--- config.mk ---
export PLATFORM = sky130hd
export DESIGN_NAME = jet_topn_sorter
export DESIGN_NICKNAME = d
export VERILOG_FILES = /design/src/rtl/jet_topn_sorter.sv
export SDC_FILE = /design/constraint.sdc
export NUM_CORES = 1
export LEC_CHECK = 0
export BUFFER_PORTS_ARGS = -buffer_cell sky130_fd_sc_hd__buf_2
export CAP_MARGIN = 10
export CORE_MARGIN = 3
export CORE_UTILIZATION = 52
export DETAILED_ROUTE_END_ITERATION = 16
export GPL_ROUTABILITY_DRIVEN = 0
export GPL_TIMING_DRIVEN = 0
export PLACE_DENSITY = 0.71
export SLEW_MARGIN = 20
export SYNTH_ARGS = -nofsm -noshare
export SYNTH_HDL_FRONTEND = slang
export SYNTH_SLANG_ARGS = --single-unit
--- constraint.sdc ---
create_clock -name clk -period 4.3 [get_ports clk]
set_clock_uncertainty 0.05 [all_clocks]
set_input_delay 1.29 -clock clk [delete_from_list [all_inputs] [get_ports clk]]
set_output_delay 1.29 -clock clk [all_outputs]
set_load 0.05 [all_outputs]
--- src/rtl/jet_topn_sorter.sv ---
// Keeps the NJET highest-pT jets of one eta-slice event in a sorted register table,
// then drains them highest-pT first over a valid/ready handshake.
module jet_topn_sorter #(
  parameter int NJET = 4
) (
  input  logic        clk,
  input  logic        reset,
  input  logic [22:0] jet_in,
  input  logic        jet_in_valid,
  input  logic        event_done,
  output logic [22:0] out_jet,
  output logic        out_valid,
  input  logic        out_ready,
  output logic        out_last,
  output logic [4:0]  n_jets,
  output logic        busy,
  output logic        dropped
);

  localparam int IW = (NJET > 1) ? $clog2(NJET) : 1;
  localparam logic [IW-1:0] LAST_IDX = IW'(NJET - 1);

  typedef enum logic [1:0] {COLLECT, FLUSH, DRAIN} state_t;

  state_t          state_q, state_d;
  logic [IW-1:0]   rd_idx_q, rd_idx_d;
  logic [NJET-1:0] full_q, full_d;
  logic [22:0]     slot_q [NJET];
  logic [22:0]     slot_d [NJET];
  logic [4:0]      n_jets_q, n_jets_d;
  logic            dropped_q, dropped_d;
  logic            out_valid_q, out_valid_d;
  logic            out_last_q, out_last_d;
  logic            busy_q, busy_d;
  logic [22:0]     out_jet_q, out_jet_d;

  logic [NJET-1:0] ins_here;
  logic            ins_en;
  logic            clr;

  // ins_here is monotone because the table is kept sorted with empties at the tail,
  // so the first set bit is the insertion point and every later set bit shifts down.
  always_comb begin
    for (int i = 0; i < NJET; i++) begin
      ins_here[i] = !full_q[i] || (slot_q[i][8:0] < jet_in[8:0]);
    end
  end

  always_comb begin
    state_d   = state_q;
    rd_idx_d  = rd_idx_q;
    full_d    = full_q;
    n_jets_d  = n_jets_q;
    dropped_d = dropped_q;
    ins_en    = 1'b0;
    clr       = 1'b0;
    for (int i = 0; i < NJET; i++) begin
      slot_d[i] = slot_q[i];
    end

    case (state_q)
      COLLECT: begin
        ins_en = jet_in_valid;
        if (event_done) state_d = FLUSH;
      end
      FLUSH: begin
        ins_en  = jet_in_valid;
        state_d = DRAIN;
      end
      DRAIN: begin
        if (jet_in_valid) dropped_d = 1'b1;
        if (out_valid_q && out_ready) begin
          if (rd_idx_q == LAST_IDX) begin
            state_d  = COLLECT;
            clr      = 1'b1;
            rd_idx_d = '0;
            n_jets_d = '0;
          end else begin
            rd_idx_d = rd_idx_q + IW'(1);
          end
        end
      end
      default: state_d = COLLECT;
    endcase

    if (ins_en) begin
      if (n_jets_q != 5'd31) n_jets_d = n_jets_q + 5'd1;
      if (ins_here[0]) begin
        slot_d[0] = jet_in;
        full_d[0] = 1'b1;
      end
      for (int i = 1; i < NJET; i++) begin
        if (ins_here[i]) begin
          if (!ins_here[i-1]) begin
            slot_d[i] = jet_in;
            full_d[i] = 1'b1;
          end else begin
            slot_d[i] = slot_q[i-1];
            full_d[i] = full_q[i-1];
          end
        end
      end
    end

    if (clr) full_d = '0;

    // Outputs are registered from next-state values so they line up with the state.
    out_valid_d = (state_d == DRAIN);
    out_last_d  = out_valid_d && (rd_idx_d == LAST_IDX);
    out_jet_d   = (out_valid_d && full_d[rd_idx_d]) ? slot_d[rd_idx_d] : 23'd0;
    busy_d      = (state_d != COLLECT);
  end

  always_ff @(posedge clk or posedge reset) begin
    if (reset) begin
      state_q     <= COLLECT;
      rd_idx_q    <= '0;
      full_q      <= '0;
      n_jets_q    <= '0;
      dropped_q   <= 1'b0;
      out_valid_q <= 1'b0;
      out_last_q  <= 1'b0;
      busy_q      <= 1'b0;
      out_jet_q   <= '0;
    end else begin
      state_q     <= state_d;
      rd_idx_q    <= rd_idx_d;
      full_q      <= full_d;
      n_jets_q    <= n_jets_d;
      dropped_q   <= dropped_d;
      out_valid_q <= out_valid_d;
      out_last_q  <= out_last_d;
      busy_q      <= busy_d;
      out_jet_q   <= out_jet_d;
    end
  end

  // Slot payloads need no reset: occupancy lives in full_q.
  always_ff @(posedge clk) begin
    for (int i = 0; i < NJET; i++) begin
      slot_q[i] <= slot_d[i];
    end
  end

  assign out_jet   = out_jet_q;
  assign out_valid = out_valid_q;
  assign out_last  = out_last_q;
  assign n_jets    = n_jets_q;
  assign busy      = busy_q;
  assign dropped   = dropped_q;

endmodule

==> metrics.md <==
| Metric | Value |
|---|---|
| Status | complete, no violations |
| Clock-pin slew of the registers on the worst-case setup and hold paths | around 0.06 ns |
| Syn Nets | roughly 900 |
| CP bufs+invs | 4 |
| Top FF cell, synth | dfxtp_1 |
| PwrDens | approximately 1000 nW/µm² |
| Global-route usage over all layers | between 20% and 30% |
| CP top delay family | buffers and inverters |
| Postcts setup bufs | 0 |
| Async set or reset register ratio after synthesis | 30.3% |
| Final net count | 986 |
| Worst hold path class | flop to flop |
| Row cnt | 43 |
| Number of remaining DRC errors | 0 |
| Relative max-transition margin | 49.0% |
| CP dominant cell by count | clkbuf_1 |
| CP required | around 4.5 ns |
| Layout cell share with drive strength beyond 1 | approximately 16% |
| DR vias/cell | 6.36 |
| RSZ-0062 raised after global routing | false |
| Gate count after technology mapping | 844 |
| TritonCTS Buffers | 17 |
| Area of the multi-input gates | ~4200 µm² |
| First-pass GRT wire length | 36800 µm |
| # fillers | 1225 |
| Seq cells post-synth | 132 |
| Max clock buf depth | 2 |
| Post-DP HPWL | around 16000 µm |
| Syn avg cell area | ~8.9 µm² |
| Clk Latency, worst-skew pair | around 0.43 ns |
| Leakage Power | 3.85 nW |
| DRT Pass-1 Iters | 5 |
| Fin. Hold Viols | 0 |
| Synth cell count leaders | 93 x nand2_1, 92 x dfxtp_1, 50 x o21a_1 |
| Die Span X | 126 µm |
| Post-synth cell types | 60 |
| Flip-flop and latch area | 2840 µm² |
| TritonCTS clock tree | done |
| Peak VDD IR | ~470 µV |
| EDFF count, synth | 0 |
| Post-placement cell area | between 8000 and 9000 µm² |
| Antenna violations before repair | 0 |
| Final setup fails | 0 |
| Final period util | between 90% and 100% |
| DR vias | approximately 7.1k |
| Ant diodes | 0 |
| Initial Utilization | 53.7% |
| I/O Pins | 60 |
| Setup TNS | 0 ns |
| CTS H-Tree Depth | 4 |
| Register area share after synthesis | between 30% and 40% |
| Drt wl/cell | 21.0 µm |
| Synth Cell Area | about 7500 µm² |
| Fmax achieved | 258 MHz |
| Vias in the first global route | ~6.6k |
| Final worst path period need | roughly 3.9 ns |
| Max capacitance violation total | 0 |
| DIE HEIGHT | roughly 130 µm |
| Worst hold slack | around 0.42 ns |
| Clock Sink Count | about 130 |
| DIE AREA | between 15000 and 20000 µm² |
| Finished Cell Area | 8690 µm² |
| Pre-CTS setup slack | ~0.027 ns |
| First DRT Iteration DRCs | 623 |
| Critical-path cell list | buf_2, inv_1, ha_1, and4_1, and3_1, a21oi_2, a21o_1, clkbuf_1, clkbuf_1, a31oi_1, nand2_1, a311oi_1 |
| Port Buffers | just under 60 |
| Post-CTS sizing | 0 |
| Top-count cell post-synth | nand2_1 |
| Share of the synthesized area in the top cell type | about a quarter |
| Count of pins over their slew limit | 0 |
| Setup crit start kind | primary input |
| Setup ws final | ~0.42 ns |
| Crit path DAT | 4.09 ns |
| Clock Root Buffer | clkbuf_16 |
| Largest net degree at the start of global routing | 23 |
| Area Growth Syn to Fin | 15.2% |
| CP Max Fanout | 10 |
| Core ar. | between 10000 and 15000 µm² |
| Crit-path max cell delay | 0.46 ns |
| Grt ovf | 0 |
| Antenna Nets Post-Route | 0 |
| Synth warn | 0 |
| Post-synth top area cell | dfxtp_1 |
| Worst-margin pin slew | 0.765 ns |
| Synth area leaders | dfxtp_1 24%, dfrtp_1 13%, ha_1 5.8% |
| Wirelength, routed | about 23000 µm |
| Slowest cell on crit path | clkbuf_1 |
| WS Path Type | primary input to flop |
| CP endpoint kind | flop |
| Hold_buf cts | 0 |
==> path summary, 6_finish.rpt <==
kind	start	end	slack, ns	cells past startpoint
worst min register to register	dropped	dropped	0.42	1
worst min-delay path	dropped	dropped	0.42	1
worst max-delay path	jet_in[7]	out_jet[14]	0.42	12
min in group asynchronous	reset	n_jets[2]	0.84	2
max in group asynchronous	reset	out_jet[9]	2.85	3
worst max register to register	slot_q[2][7]	out_jet[14]	1.19	10
==> report_power, final <==
part | switching, mW | total (mW) | internal, mW | leakage (nW)
Combinational | 3.20 | 4.94 | 1.74 | 2.27
Clock | 0.568 | 1.49 | 0.927 | 0.290
Sequential | 0.391 | 2.22 | 1.83 | 1.28
==> per-stage QoR <==
step           total power, mW  utilization, %  cells
2_1_floorplan             5.71               -    844
4_1_cts                   8.53            61.9   1116
5_1_grt                   9.16            61.9   1116
3_3_place_gp              6.94            57.4   1083
6_report                  8.66            61.9   1116
3_5_place_dp              7.00            57.6   1084
==> registers in the layout (all words and copies together), names as in the netlist, 2 cells and up <==
| signal | count |
|---|---|
| n_jets | 5 |
| full_q | 4 |
| slot_q | 92 |
| rd_idx_q | 2 |
| state_q | 2 |
| out_jet | 23 |
==> cell families (layout without fill, tap and decap cells) <==
kind of cell / after synthesis / in the layout / synth area share, %
buf+inv: 105 / 197 / 6.04
fa+ha+maj: 35 / 35 / 5.81
compound gates: 316 / 316 / 30.4
xor+xnor: 3 / 3 / 0.348
mux: 58 / 58 / 8.03
simple gates: 195 / 195 / 11.7
flops: 132 / 132 / 37.7
==> cell type report <==
cell class | count | share of cell area [%]
multi-input cells | 607 | 48.8
clock buffers | 20 | 5.14
plain buffers | 70 | 3.73
inverters | 35 | 1.51
flip-flops and latches | 132 | 32.7
clock inverters | 12 | 1.78
well taps | 180 | 2.59
repair buffers | 60 | 3.71
==> cells in the final DEF (no fill, tap or decap), types with 28 or more instances in the layout <==
cell type  instances
nand2_1           93
dfxtp_1           92
buf_2             78
o21a_1            50
o211ai_1          47
a211oi_1          46
clkbuf_1          42
nor2_1            42
mux2i_1           42
dfrtp_1           40
ha_1              35
inv_1             32
nand3_1           31
a21oi_1           31
a31oi_1           28
==> metal layers <==
| metal | vias up | part of all wire (%) | routed length, µm | global-route usage, % |
|---|---|---|---|---|
| met4 | 0 | 1.9 | 444 | 9.34 |
| met1 | 3341 | 44 | 10400 | 41.6 |
| met5 | - | 0 | 0 | 0 |
| met3 | 46 | 9.8 | 2290 | 6.95 |
| li1 | 3323 | - | - | - |
| met2 | 386 | 44 | 10300 | 43.6 |
Note: power is estimated with default switching activity, not from simulation.
